===== src/rtl/decode_stage_p_if.sv =====
// Bus interface for decode_stage_p: decode-side inputs, writeback port,
// stall outputs and the ID/EX register outputs.
// master = upstream/surrounding pipeline, slave = the decode stage itself.
interface decode_stage_p_if #(
    parameter int XLEN   = 16,
    parameter int CTRL_W = 12
);
    logic [15:0]       instr_d;
    logic              valid_d;
    logic [XLEN-1:0]   pc_d;
    logic [XLEN-1:0]   pc_plus_d;
    logic [CTRL_W-1:0] ctrl_d;
    logic              a2src_d;
    logic              uses_rs2_d;
    logic              wb_en_w;
    logic [2:0]        wb_addr_w;
    logic [XLEN-1:0]   wb_data_w;
    logic              flush_e_i;
    logic              stall_f;
    logic              stall_d;
    logic              valid_e;
    logic [CTRL_W-1:0] ctrl_e;
    logic [XLEN-1:0]   rd1_e;
    logic [XLEN-1:0]   rd2_e;
    logic [XLEN-1:0]   imm_e;
    logic [XLEN-1:0]   pc_e;
    logic [XLEN-1:0]   pc_plus_e;
    logic [2:0]        rs1_e;
    logic [2:0]        rs2_e;
    logic [2:0]        rd_e;
    logic [2:0]        funct3_e;

    modport master (
        output instr_d, valid_d, pc_d, pc_plus_d, ctrl_d, a2src_d, uses_rs2_d,
        output wb_en_w, wb_addr_w, wb_data_w, flush_e_i,
        input  stall_f, stall_d, valid_e, ctrl_e, rd1_e, rd2_e, imm_e,
        input  pc_e, pc_plus_e, rs1_e, rs2_e, rd_e, funct3_e
    );

    modport slave (
        input  instr_d, valid_d, pc_d, pc_plus_d, ctrl_d, a2src_d, uses_rs2_d,
        input  wb_en_w, wb_addr_w, wb_data_w, flush_e_i,
        output stall_f, stall_d, valid_e, ctrl_e, rd1_e, rd2_e, imm_e,
        output pc_e, pc_plus_e, rs1_e, rs2_e, rd_e, funct3_e
    );
endinterface


===== src/rtl/decode_stage_p.sv =====
// Decode stage of the 16-bit pipelined CPU: 8-entry register file,
// ID/EX pipeline register (valid, flush-to-bubble) and load-use hazard
// detection driving the fetch/decode stall.
// Optional feature: define DECODE_BYPASS_EN for write-first register reads
// (writeback data visible to a same-cycle decode read).
module decode_stage_p #(
    parameter int XLEN    = 16,
    parameter int CTRL_W  = 12,
    parameter int RW_BIT  = 0,
    parameter int MR_BIT  = 1,
    parameter int IMM_W   = 6,
    parameter int R0_ZERO = 1
) (
    input logic             clk,
    input logic             rst,
    decode_stage_p_if.slave bus
);
    localparam bit R0Z = (R0_ZERO != 0);

    // Sign-extend the low immediate field to the datapath width.
    function automatic logic signed [XLEN-1:0] sext_imm(input logic [IMM_W-1:0] f);
        return {{(XLEN-IMM_W){f[IMM_W-1]}}, f};
    endfunction

    // True when the address is the hard-wired zero register.
    function automatic logic is_zero_reg(input logic [2:0] a);
        return R0Z && (a == 3'd0);
    endfunction

    // Decode fields
    logic [2:0]             rs1_s, rs2_s, rd_s, f3_s;
    logic [XLEN-1:0]        rd1_s, rd2_s;
    logic signed [XLEN-1:0] imm_s;
    logic                   hz;

    // Register file state
    logic [XLEN-1:0] regs_q [8];
    logic [XLEN-1:0] regs_d [8];

    // ID/EX state
    logic                   valid_e_q, valid_e_d;
    logic [CTRL_W-1:0]      ctrl_e_q, ctrl_e_d;
    logic [XLEN-1:0]        rd1_e_q, rd1_e_d;
    logic [XLEN-1:0]        rd2_e_q, rd2_e_d;
    logic signed [XLEN-1:0] imm_e_q, imm_e_d;
    logic [XLEN-1:0]        pc_e_q, pc_e_d;
    logic [XLEN-1:0]        pc_plus_e_q, pc_plus_e_d;
    logic [2:0]             rs1_e_q, rs1_e_d;
    logic [2:0]             rs2_e_q, rs2_e_d;
    logic [2:0]             rd_e_q, rd_e_d;
    logic [2:0]             funct3_e_q, funct3_e_d;

    // Opcode bits are consumed by the external decoder; the regwrite bit is
    // only carried through to execute.
    logic unused_bits;
    assign unused_bits = ^{bus.instr_d[15:12], bus.ctrl_d[RW_BIT]};

    assign rs1_s = bus.instr_d[8:6];
    assign rd_s  = bus.instr_d[11:9];
    assign rs2_s = bus.a2src_d ? bus.instr_d[11:9] : bus.instr_d[5:3];
    assign f3_s  = bus.instr_d[2:0];
    assign imm_s = sext_imm(bus.instr_d[IMM_W-1:0]);

    // Combinational register reads, zero register forced to 0
    always_comb begin
        rd1_s = regs_q[rs1_s];
        rd2_s = regs_q[rs2_s];
`ifdef DECODE_BYPASS_EN
        if (bus.wb_en_w && !is_zero_reg(bus.wb_addr_w)) begin
            if (bus.wb_addr_w == rs1_s) rd1_s = bus.wb_data_w;
            if (bus.wb_addr_w == rs2_s) rd2_s = bus.wb_data_w;
        end
`endif
        if (is_zero_reg(rs1_s)) rd1_s = '0;
        if (is_zero_reg(rs2_s)) rd2_s = '0;
    end

    // Next register file contents from the writeback port
    always_comb begin
        regs_d = regs_q;
        if (bus.wb_en_w && !is_zero_reg(bus.wb_addr_w))
            regs_d[bus.wb_addr_w] = bus.wb_data_w;
    end

    // Load-use hazard: load in execute whose destination a decode source needs
    always_comb begin
        hz = bus.valid_d && valid_e_q && ctrl_e_q[MR_BIT]
             && ((rd_e_q != 3'd0) || !R0Z)
             && ((rd_e_q == rs1_s) || (bus.uses_rs2_d && (rd_e_q == rs2_s)));
    end

    assign bus.stall_f = hz && !bus.flush_e_i;
    assign bus.stall_d = hz && !bus.flush_e_i;

    // ID/EX next state: flush or hazard load a bubble, otherwise capture decode
    always_comb begin
        valid_e_d   = 1'b0;
        ctrl_e_d    = '0;
        rd1_e_d     = '0;
        rd2_e_d     = '0;
        imm_e_d     = '0;
        pc_e_d      = '0;
        pc_plus_e_d = '0;
        rs1_e_d     = '0;
        rs2_e_d     = '0;
        rd_e_d      = '0;
        funct3_e_d  = '0;
        if (!bus.flush_e_i && !hz) begin
            valid_e_d   = bus.valid_d;
            ctrl_e_d    = bus.valid_d ? bus.ctrl_d : '0;
            rd1_e_d     = rd1_s;
            rd2_e_d     = rd2_s;
            imm_e_d     = imm_s;
            pc_e_d      = bus.pc_d;
            pc_plus_e_d = bus.pc_plus_d;
            rs1_e_d     = rs1_s;
            rs2_e_d     = rs2_s;
            rd_e_d      = rd_s;
            funct3_e_d  = f3_s;
        end
    end

    // Register file storage, cleared by reset
    always_ff @(posedge clk or negedge rst) begin
        if (!rst) begin
            for (int i = 0; i < 8; i++) regs_q[i] <= '0;
        end else begin
            regs_q <= regs_d;
        end
    end

    // ID/EX pipeline register, cleared by reset
    always_ff @(posedge clk or negedge rst) begin
        if (!rst) begin
            valid_e_q   <= 1'b0;
            ctrl_e_q    <= '0;
            rd1_e_q     <= '0;
            rd2_e_q     <= '0;
            imm_e_q     <= '0;
            pc_e_q      <= '0;
            pc_plus_e_q <= '0;
            rs1_e_q     <= '0;
            rs2_e_q     <= '0;
            rd_e_q      <= '0;
            funct3_e_q  <= '0;
        end else begin
            valid_e_q   <= valid_e_d;
            ctrl_e_q    <= ctrl_e_d;
            rd1_e_q     <= rd1_e_d;
            rd2_e_q     <= rd2_e_d;
            imm_e_q     <= imm_e_d;
            pc_e_q      <= pc_e_d;
            pc_plus_e_q <= pc_plus_e_d;
            rs1_e_q     <= rs1_e_d;
            rs2_e_q     <= rs2_e_d;
            rd_e_q      <= rd_e_d;
            funct3_e_q  <= funct3_e_d;
        end
    end

    assign bus.valid_e   = valid_e_q;
    assign bus.ctrl_e    = ctrl_e_q;
    assign bus.rd1_e     = rd1_e_q;
    assign bus.rd2_e     = rd2_e_q;
    assign bus.imm_e     = imm_e_q;
    assign bus.pc_e      = pc_e_q;
    assign bus.pc_plus_e = pc_plus_e_q;
    assign bus.rs1_e     = rs1_e_q;
    assign bus.rs2_e     = rs2_e_q;
    assign bus.rd_e      = rd_e_q;
    assign bus.funct3_e  = funct3_e_q;
endmodule


===== src/flat_wrapper.sv =====
// flat-port wrapper written by rule: the top's interface ports become plain ports
module decode_stage_p_flat 
#(
    parameter int XLEN    = 16,
    parameter int CTRL_W  = 12,
    parameter int RW_BIT  = 0,
    parameter int MR_BIT  = 1,
    parameter int IMM_W   = 6,
    parameter int R0_ZERO = 1
)
  (clk, rst, bus_instr_d, bus_valid_d, bus_pc_d, bus_pc_plus_d, bus_ctrl_d, bus_a2src_d, bus_uses_rs2_d, bus_wb_en_w, bus_wb_addr_w, bus_wb_data_w, bus_flush_e_i, bus_stall_f, bus_stall_d, bus_valid_e, bus_ctrl_e, bus_rd1_e, bus_rd2_e, bus_imm_e, bus_pc_e, bus_pc_plus_e, bus_rs1_e, bus_rs2_e, bus_rd_e, bus_funct3_e);
  decode_stage_p_if #(.XLEN(XLEN), .CTRL_W(CTRL_W)) bus_i ();
  input logic clk;
  input logic rst;
  input wire logic [$bits(bus_i.instr_d)-1:0] bus_instr_d;
  input wire logic [$bits(bus_i.valid_d)-1:0] bus_valid_d;
  input wire logic [$bits(bus_i.pc_d)-1:0] bus_pc_d;
  input wire logic [$bits(bus_i.pc_plus_d)-1:0] bus_pc_plus_d;
  input wire logic [$bits(bus_i.ctrl_d)-1:0] bus_ctrl_d;
  input wire logic [$bits(bus_i.a2src_d)-1:0] bus_a2src_d;
  input wire logic [$bits(bus_i.uses_rs2_d)-1:0] bus_uses_rs2_d;
  input wire logic [$bits(bus_i.wb_en_w)-1:0] bus_wb_en_w;
  input wire logic [$bits(bus_i.wb_addr_w)-1:0] bus_wb_addr_w;
  input wire logic [$bits(bus_i.wb_data_w)-1:0] bus_wb_data_w;
  input wire logic [$bits(bus_i.flush_e_i)-1:0] bus_flush_e_i;
  output wire logic [$bits(bus_i.stall_f)-1:0] bus_stall_f;
  output wire logic [$bits(bus_i.stall_d)-1:0] bus_stall_d;
  output wire logic [$bits(bus_i.valid_e)-1:0] bus_valid_e;
  output wire logic [$bits(bus_i.ctrl_e)-1:0] bus_ctrl_e;
  output wire logic [$bits(bus_i.rd1_e)-1:0] bus_rd1_e;
  output wire logic [$bits(bus_i.rd2_e)-1:0] bus_rd2_e;
  output wire logic [$bits(bus_i.imm_e)-1:0] bus_imm_e;
  output wire logic [$bits(bus_i.pc_e)-1:0] bus_pc_e;
  output wire logic [$bits(bus_i.pc_plus_e)-1:0] bus_pc_plus_e;
  output wire logic [$bits(bus_i.rs1_e)-1:0] bus_rs1_e;
  output wire logic [$bits(bus_i.rs2_e)-1:0] bus_rs2_e;
  output wire logic [$bits(bus_i.rd_e)-1:0] bus_rd_e;
  output wire logic [$bits(bus_i.funct3_e)-1:0] bus_funct3_e;
  assign bus_i.instr_d = bus_instr_d;
  assign bus_i.valid_d = bus_valid_d;
  assign bus_i.pc_d = bus_pc_d;
  assign bus_i.pc_plus_d = bus_pc_plus_d;
  assign bus_i.ctrl_d = bus_ctrl_d;
  assign bus_i.a2src_d = bus_a2src_d;
  assign bus_i.uses_rs2_d = bus_uses_rs2_d;
  assign bus_i.wb_en_w = bus_wb_en_w;
  assign bus_i.wb_addr_w = bus_wb_addr_w;
  assign bus_i.wb_data_w = bus_wb_data_w;
  assign bus_i.flush_e_i = bus_flush_e_i;
  assign bus_stall_f = bus_i.stall_f;
  assign bus_stall_d = bus_i.stall_d;
  assign bus_valid_e = bus_i.valid_e;
  assign bus_ctrl_e = bus_i.ctrl_e;
  assign bus_rd1_e = bus_i.rd1_e;
  assign bus_rd2_e = bus_i.rd2_e;
  assign bus_imm_e = bus_i.imm_e;
  assign bus_pc_e = bus_i.pc_e;
  assign bus_pc_plus_e = bus_i.pc_plus_e;
  assign bus_rs1_e = bus_i.rs1_e;
  assign bus_rs2_e = bus_i.rs2_e;
  assign bus_rd_e = bus_i.rd_e;
  assign bus_funct3_e = bus_i.funct3_e;
  decode_stage_p #(.XLEN(XLEN), .CTRL_W(CTRL_W), .RW_BIT(RW_BIT), .MR_BIT(MR_BIT), .IMM_W(IMM_W), .R0_ZERO(R0_ZERO)) u_core (.clk(clk), .rst(rst), .bus(bus_i));
endmodule

===== config.mk =====
export PLATFORM = sky130hd
export DESIGN_NAME = decode_stage_p_flat
export DESIGN_NICKNAME = d
export VERILOG_FILES = /design/src/rtl/decode_stage_p_if.sv /design/src/rtl/decode_stage_p.sv /design/src/flat_wrapper.sv
export SDC_FILE = /design/constraint.sdc
export NUM_CORES = 1
export LEC_CHECK = 0
export CORE_ASPECT_RATIO = 0.7
export CORE_MARGIN = 1
export CORE_UTILIZATION = 51
export CTS_CLUSTER_DIAMETER = 150
export DETAILED_ROUTE_END_ITERATION = 10
export GPL_ROUTABILITY_DRIVEN = 0
export PLACE_DENSITY_LB_ADDON = 0.3
export SETUP_SLACK_MARGIN = 0.4
export SLEW_MARGIN = 25
export SYNTH_ARGS = -nofsm -noshare
export SYNTH_HDL_FRONTEND = slang
export SYNTH_SLANG_ARGS = --single-unit

===== constraint.sdc =====
create_clock -name clk -period 2 [get_ports clk]
set_input_delay 0.2 -clock clk [delete_from_list [all_inputs] [get_ports clk]]
set_output_delay 0.2 -clock clk [all_outputs]
set_load 0.1 [all_outputs]

# ---- Word level (Yosys, flattened, before mapping)
# Index checks and enable logic that the tools add are counted.
dict set report totals {
  output_inout_bits 107
  word_cells 69
  register_bits 233
}
dict set report classes {
  muxes 24
  reduce_logical 17
  n_lt_le_gt_ge 4
  bitwise 3
  eq_ne 2
}
# cell n
set ops {}
lappend ops {{2-to-1 mux 16 bit} 12}
lappend ops {{bitwise mux 128 bit} 1}
lappend ops {{binary-select mux 16 bit (select 3 bit)} 2}
lappend ops {{demux 16 bit (select 3 bit)} 1}
lappend ops {{2-to-1 mux 12 bit} 2}
lappend ops {{2-to-1 mux 3 bit} 5}
lappend ops {{>= comparator 4 bit (second input constant)} 3}
lappend ops {{inverter 3 -> 4 bit} 3}
lappend ops {{logical AND 1 bit} 9}
lappend ops {{zero test 3 bit} 3}
lappend ops {{equality test 3 bit} 2}
lappend ops {{< comparator 4 x 1 -> 1 bit (second input constant)} 1}
lappend ops {{zero test 1 bit} 3}
lappend ops {{nonzero test 3 bit} 1}
lappend ops {{logical OR 1 bit} 1}
lappend ops {{2-to-1 mux 1 bit} 1}

# ---- Longest topological paths before layout
# Gate-level depths: netlist (run 1).
dict set report logic_depth {
  ltp_word 8
  depth_mapped 8
}

# ---- Least setup slack after synthesis (run 1)
# OpenSTA, ideal clock, no wires.
dict set report synth_path {
  path_type {reg-to-output}
  start {reg u_core.rd_e_q[0], in the netlist u_core.bus.rd_e[0]}
  end {out bus_stall_f}
  t_arrival_ns 3.296
  path_stages_with_launch 7
  setup_slack_ns -1.496
  required_time_ns 1.800
  n_path_buf 1
  cell_sequence {dfrtp_1 -> xor2_1 -> nor3_1 -> a41o_1 -> nand2_1 -> nor2_1 -> buf_4}
}
dict set report synth_via {
  elab_chain_len 5
  elab_cells_between_ends 8
  classes_between {2 x eq/ne; 6 x reduce/logical}
}
# element line_no
set synth_lines {}
lappend synth_lines {{from (decl)} decode_stage_p.sv:50} ;# logic [2:0] rd_e_q, rd_e_d;
lappend synth_lines {{from (signal assigned)} decode_stage_p.sv:156} ;# rd_e_q <= rd_e_d;
lappend synth_lines {{equality test 3 bit} decode_stage_p.sv:89} ;# && ((rd_e_q == rs1_s) || (bus.uses_rs2_d && (rd_e_q == rs2_s)));
lappend synth_lines {{logical AND 1 bit} decode_stage_p.sv:89}
lappend synth_lines {{logical OR 1 bit} decode_stage_p.sv:89}
lappend synth_lines {{logical AND 1 bit (*)} decode_stage_p.sv:89}
lappend synth_lines {{logical AND 1 bit (*)} -}
lappend synth_lines {{to (decl)} flat_wrapper.sv:26} ;# output wire logic [$bits(bus_i.stall_f)-1:0] bus_stall_f;
# Mark *: on every way between the ends. The rest lies on a longest branch, timed or not.

# ---- Worst setup path in the final report (run 1)
dict set report layout_path {
  start {reg u_core.rd_e_q[1], in the netlist u_core.bus.rd_e[1]}
  end {out bus_stall_f}
}
dict set report layout_via {
  elab_chain_len 5
  elab_cells_between_ends 8
  classes_between {2 x eq/ne; 6 x reduce/logical}
}
# element line_no
set layout_lines {}
lappend layout_lines {{equality test 3 bit} decode_stage_p.sv:89}
lappend layout_lines {{logical AND 1 bit} decode_stage_p.sv:89}
lappend layout_lines {{logical OR 1 bit} decode_stage_p.sv:89}
lappend layout_lines {{logical AND 1 bit (*)} decode_stage_p.sv:89}
lappend layout_lines {{logical AND 1 bit (*)} decode_stage_p.sv:92} ;# assign bus.stall_f = hz && !bus.flush_e_i;
# Marked as above.

==> results of run 1 <==
[area by class of cell]
class                           count  area [um^2]  share of cell area
Tap cell                          231          289              0.0227
Timing Repair Buffer              258         2590               0.203
Sequential cell                   204         5120               0.402
Multi-Input combinational cell    394         4020               0.316
Clock inverter                      8          115             0.00905
Clock buffer                       29          596              0.0468
[sequential cells by signal (all words and copies together), names as in the netlist]
signal,flops
u_core.bus.rd1_e,16
u_core.bus.pc_e,16
u_core.regs_q,112
u_core.bus.rs2_e,3
u_core.bus.rs1_e,3
u_core.bus.valid_e,1
u_core.bus.rd2_e,16
u_core.bus.pc_plus_e,16
u_core.bus.rd_e,3
u_core.bus.imm_e,6
u_core.bus.ctrl_e,12
[worst paths after layout]
kind	startpoint	end	slack (ps)	cells after the start
min in group asynchronous	rst	u_core.bus.rs2_e[1]	260	2
max in group asynchronous	rst	u_core.bus.rd_e[0]	1050	3
hold / removal	bus_instr_d[6]	u_core.bus.rs1_e[0]	230	3
setup reg to reg	u_core.bus.rd_e[1]	u_core.bus.imm_e[3]	-20	10
hold reg to reg	u_core.regs_q[88]	u_core.regs_q[88]	530	1
setup / recovery	u_core.bus.rd_e[1]	bus_stall_f	-190	6
[critical path: stages (launching register included)]
cell and delay (ps):
dfrtp_4 510, xor2_1 160, nor3_1 190, a41o_1 180
nand2_2 80, nor2_4 180, buf_12 200
[power by group]
group | total, mW | switching, mW | internal (mW)
logic | 3.68 | 2.13 | 1.55
registers | 5.23 | 0.451 | 4.77
clock network | 4.05 | 1.59 | 2.46
[metrics by stage]
step                hold WS [ps]  worst slack [ps]  instance area (um^2)
floorplan                  -95.6              -233                  9140
global placement             210              -300                 11300
detailed placement           222              -391                 11300
CTS                          224              -157                 12300
global route                 229              -287                 12700
finish                       229              -185                 12700
[timing repair]
item,CTS,global route
resized for setup,21,86
setup buffers,6,5
pin swaps,5,0
gates cloned,3,6
endpoints found under the setup margin,94,94
hold buffers,1,0
hold endpoints to repair,55,0
[per-layer routing]
metal / vias up / share of wire / routed length [um] / GRT usage
met1: 3309 / 0.42 / 10400 / 0.352
met2: 236 / 0.50 / 12500 / 0.474
li1: 2817 / - / - / -
met3: 53 / 0.062 / 1540 / 0.0491
met4: 0 / 0.023 / 586 / 0.0799
met5: - / 0 / 0 / 0
[cell families after synthesis]
kind of cell / Yosys count / synth area share
AO/OA/AOI/OAI: 68 / 0.0524
XOR/XNOR: 6 / 0.00584
flip-flops: 204 / 0.567
AND/OR/NAND/NOR: 125 / 0.0752
buffers and inverters: 63 / 0.0360
multiplexers: 195 / 0.264
[layout by cell type (no fill, tap or decap), types with 2 or more instances in the layout]
cell	count
a21oi_1	17
a221oi_1	16
a22oi_1	15
and2_4	47
and3_1	2
and3_4	10
buf_12	21
buf_16	3
buf_2	2
buf_4	137
buf_6	9
bufinv_16	3
clkbuf_1	4
clkbuf_16	26
clkbuf_8	5
clkdlybuf4s50_1	77
clkinv_2	5
dfrtp_1	198
dfrtp_2	3
dfrtp_4	3
mux2_2	177
mux4_2	16
nand2_1	2
nand4b_1	3
nor2_1	23
nor2_2	3
nor2_4	9
nor3_1	2
nor3_2	7
nor3_4	10
nor4bb_4	2
o22ai_1	16
xnor2_1	2
xor2_1	4
==> flow_metrics.py, run 1 <==
metrics = {
    "routing": {
        "avgRoutedWirePerCell_um": 22.3,
        "first_iter_violations": 397,
        "wirelength_um": 25000,
        "drtAntennaViolNets": 0,
        "viasPerCell": 5.71,
        "num_vias": 6415,
        "drt_pass1_iterations": 4,
        "drc": 0,
    },
    "setup_path": {
        "cp_max_fo": 4,
        "cp.required_ps": 1800,
        "startpoint_type": "flop",
        "critPathArrivalTime_ps": 1990,
        "crit_type": "flop to output pin",
        "endpoint_kind": "output pin",
    },
    "clock_network": {
        "cts.sinks": 204,
        "clk_pin_slew_ps": 60,
        "clk_path_buf_depth": 3,
        "cts_root_buffer": "clkbuf_16",
        "numCtsBuffers": 21,
        "insertion_delay_ps": 490,
        "cts-htree-levels": 1,
        "cts_tree": "done",
    },
    "floorplan": {
        "start_util": 0.523,
        "ios": 193,
        "core-area_um2": 17200,
        "die_h_um": 113,
        "die_w_um": 161,
        "fp.dieArea_um2": 18200,
        "rows": 40,
    },
    "placement": {
        "hpwl_um": 15700,
        "dp.cells": 1066,
        "numPortBuffers": 188,
    },
    "logic_synthesis": {
        "yosys_warnings": 0,
        "synthTopCellsByArea": "dfrtp_1 (57%), mux2_2 (22%), mux4_2 (4.0%), and2_1 (3.3%), a221oi_1 (1.6%)",
        "synth.most_common_cell": "dfrtp_1",
        "synth_flop_cell": "dfrtp_1",
        "synthDistinctLibCells": 30,
        "syn_avg_cell_area_um2": 13.6,
        "synth_top_area_cell": "dfrtp_1",
        "synth_cells": 661,
        "synth_edf_count": 0,
        "ys_top_cells_by_count": "dfrtp_1 (204), mux2_2 (177), and2_1 (47)",
        "netlist.area_leader.share": 0.567,
        "synth_nets": 747,
        "synth.ff_latch_count": 204,
        "synth.yosys.seq_area_share": 0.567,
        "netlist_area_um2": 9000,
        "async_flop_share": 1.00,
    },
    "global_route": {
        "grt_pass1_vias": 6835,
        "grt_pass1_wl_um": 38400,
        "grt.overflow.total": 0,
        "grt_use_total": 0.273,
        "antenna_found_initial": 0,
        "grt_max_degree": 60,
    },
    "power_and_ir_drop": {
        "power.total_mw": 13.0,
        "vdd_drop_max_mv": 0.811,
        "power_density_nw_per_um2": 1020,
        "p_leak_nw": 5.71,
    },
    "timing": {
        "setup_slack_ps": -185,
        "period_minus_slack_ps": 2190,
        "rsz0062_at_grt": "yes",
        "worst_pin_slew_ps": 510,
        "fin_worst_skew_ps": 9.78,
        "drv_slew": 0,
        "fin_setup_tns_ps": -459,
        "slew_headroom": 0.660,
        "fmax_mhz": 458,
        "post-route-period-util": 1.09,
        "hold_violations": 0,
        "finalSetupViolCount": 8,
    },
    "finish": {
        "final_nets": 965,
        "num_antenna_cells": 0,
        "area_delta_synth_final_pct": 41.3,
        "fillCellCount": 1074,
        "utilization": 0.739,
        "drive_gt1_frac": 0.562,
        "stdcell_count": 1124,
    },
    "flow_run": {
        "maxCapViolCount": 0,
    },
    "worst_hold_path": {
        "hold_path.class": "input pin to flop",
    },
    "status": {
        "outcome": "finished, violations left",
        "violations": "negative setup slack",
    },
}
Power figures use the tool's default switching activity.
==> run 2, diff against run 1 <==
--- a/config.mk
+++ b/config.mk
@@ -13,6 +13,7 @@
 export GPL_ROUTABILITY_DRIVEN = 0
 export PLACE_DENSITY_LB_ADDON = 0.3
 export SETUP_SLACK_MARGIN = 0.4
+export SKIP_LAST_GASP = 1
 export SLEW_MARGIN = 25
 export SYNTH_ARGS = -nofsm -noshare
 export SYNTH_HDL_FRONTEND = slang
==> run 2 against run 1 <==
Effect of this change:
- the run still ends with negative setup slack left
- hold slack better by 4.3 ps
- flip-flop and latch count stayed put
- clock skew is 1.8 ps higher
- largest cell class unchanged
==> flow_metrics.py, run 2 (synthesis results as in run 1) <==
metrics = {
    "status": {
        "outcome": "finished, violations left",
        "violations": "negative setup slack",
    },
    "clock_network": {
        "cts_tree": "done",
        "cts_root_buffer": "clkbuf_16",
        "numCtsBuffers": 21,
        "clk_pin_slew_ps": 60,
        "cts.sinks": 204,
        "cts-htree-levels": 1,
        "clk_path_buf_depth": 3,
        "insertion_delay_ps": 490,
    },
    "power_and_ir_drop": {
        "power_density_nw_per_um2": 1030,
        "p_leak_nw": 5.68,
        "power_frac_seq": 0.406,
        "p_int_mw": 8.74,
        "vdd_drop_max_mv": 0.810,
        "power.total_mw": 12.9,
        "switching_power_mw": 4.12,
        "clock_power_share": 0.315,
        "comb_power_share": 0.279,
        "switching_share": 0.320,
    },
    "global_route": {
        "grt_pass1_wl_um": 38200,
        "grt.overflow.total": 0,
        "antenna_found_initial": 0,
        "grt_pass1_vias": 6824,
        "grt_use_total": 0.272,
        "grt_max_degree": 60,
    },
    "finish": {
        "area_delta_synth_final_pct": 39.1,
        "final_nets": 965,
        "drive_gt1_frac": 0.532,
        "layout_common_cells": "dfrtp_1 (198), mux2_2 (177), buf_4 (141)",
        "utilization": 0.728,
        "num_antenna_cells": 0,
        "layout_commonest_cell": "dfrtp_1",
        "regMostFlops": "u_core.regs_q",
        "largest_reg_flops": 112,
    },
    "floorplan": {
        "ios": 193,
        "fp.dieArea_um2": 18200,
        "die_h_um": 113,
        "rows": 40,
        "die_w_um": 161,
        "start_util": 0.523,
        "core-area_um2": 17200,
    },
    "setup_path": {
        "crit_slowest_cell": "dfrtp_4",
        "path_buf_inv": 1,
        "critPathArrivalTime_ps": 2010,
        "path_cells": "xor2_1, nor3_1, a41o_1, nand2_2, nor2_4, buf_12",
        "cp.required_ps": 1800,
        "cp_max_fo": 4,
        "crit_type": "flop to output pin",
        "startpoint_type": "flop",
        "endpoint_kind": "output pin",
        "cp_slowest_stage_delay_ps": 510,
        "path_delay_family": "flip-flops",
    },
    "timing": {
        "slew_headroom": 0.662,
        "setup_slack_ps": -207,
        "fmax_mhz": 453,
        "hold_violations": 0,
        "finalSetupViolCount": 2,
        "period_minus_slack_ps": 2210,
        "fin_worst_skew_ps": 11.6,
        "holdWs_ps": 233,
        "post-route-period-util": 1.10,
        "rsz0062_at_grt": "yes",
        "worst_pin_slew_ps": 508,
        "drv_slew": 0,
    },
    "routing": {
        "viasPerCell": 5.74,
        "avgRoutedWirePerCell_um": 22.0,
        "first_iter_violations": 397,
        "drc": 0,
        "wirelength_um": 24700,
        "num_vias": 6457,
        "drt_pass1_iterations": 4,
        "drtAntennaViolNets": 0,
    },
    "placement": {
        "hpwl_um": 15700,
        "pre_cts_ws_ps": -391,
        "numPortBuffers": 188,
    },
    "flow_run": {
        "maxCapViolCount": 0,
    },
    "worst_hold_path": {
        "hold_path.class": "input pin to flop",
    },
}
## run 2: cell counts in the layout (fill, tap and decap cells not counted)
Identical to the previous run, type by type.
## run 2: final cells by class
type,instances,area [um^2]
clock buffer,29,596
clock inverter,8,115
fill,1107,4690
multi-input combinational,394,3830
sequential,204,5120
tap,231,289
timing repair buffer,258,2570
## run 2: timing repair
item,in CTS,in global routing
cloned,3,6
setup endpoints to repair,94,94
buffers inserted,6,5
gates resized for setup,10,50
endpoints found under the hold margin,55,0
hold buffers,1,0
pin swaps,5,0
## run 2: path summary, 6_finish.rpt
check | start | end | slack [ps] | cells past startpoint
worst max-delay path | u_core.bus.rd_e[1] | bus_stall_f | -210 | 6
worst min-delay path | bus_instr_d[6] | u_core.bus.rs1_e[0] | 230 | 3
worst max register to register | u_core.bus.rd_e[2] | u_core.bus.imm_e[3] | 20 | 10
worst min register to register | u_core.regs_q[88] | u_core.regs_q[88] | 520 | 1
max in group asynchronous | rst | u_core.bus.rd_e[0] | 1060 | 3
min in group asynchronous | rst | u_core.bus.rs2_e[1] | 260 | 2
## run 2: power by group through the flow
| stage | logic [mW] | registers (mW) | clock network, mW |
|---|---|---|---|
| 2_1_floorplan | 1.49 | 6.17 | 0 |
| 6_report | 3.58 | 5.22 | 4.05 |
| 3_3_place_gp | 3.34 | 5.21 | 0 |
| 5_1_grt | 3.76 | 5.30 | 4.29 |
| 3_5_place_dp | 3.42 | 5.27 | 0 |
| 4_1_cts | 3.50 | 5.21 | 4.10 |
## run 2: per-stage QoR
step / cell area, um^2 / TNS [ps] / cells
after floorplan: 9140 / -233 / 661
after global placement: 11300 / -19740 / 1066
after detailed placement: 11300 / -22430 / 1066
after CTS: 12200 / -313 / 1113
after global routing: 12500 / -1870 / 1124
final: 12500 / -412 / 1124
## run 2: layer usage
layer | global-route usage | up-vias | wire [um]
met5 | 0 | - | 0
met4 | 0.0792 | 0 | 619
met3 | 0.0484 | 48 | 1720
met2 | 0.472 | 267 | 12300
met1 | 0.352 | 3325 | 10100
li1 | - | 2817 | -
## run 2: worst reg2reg max path: stages (launching register included)
cell	delay, ps
dfrtp_4	500
xor2_1	160
nor3_1	60
a41o_1	250
buf_4	150
buf_6	110
a21oi_4	180
buf_6	150
buf_12	110
clkbuf_16	130
and2_4	120
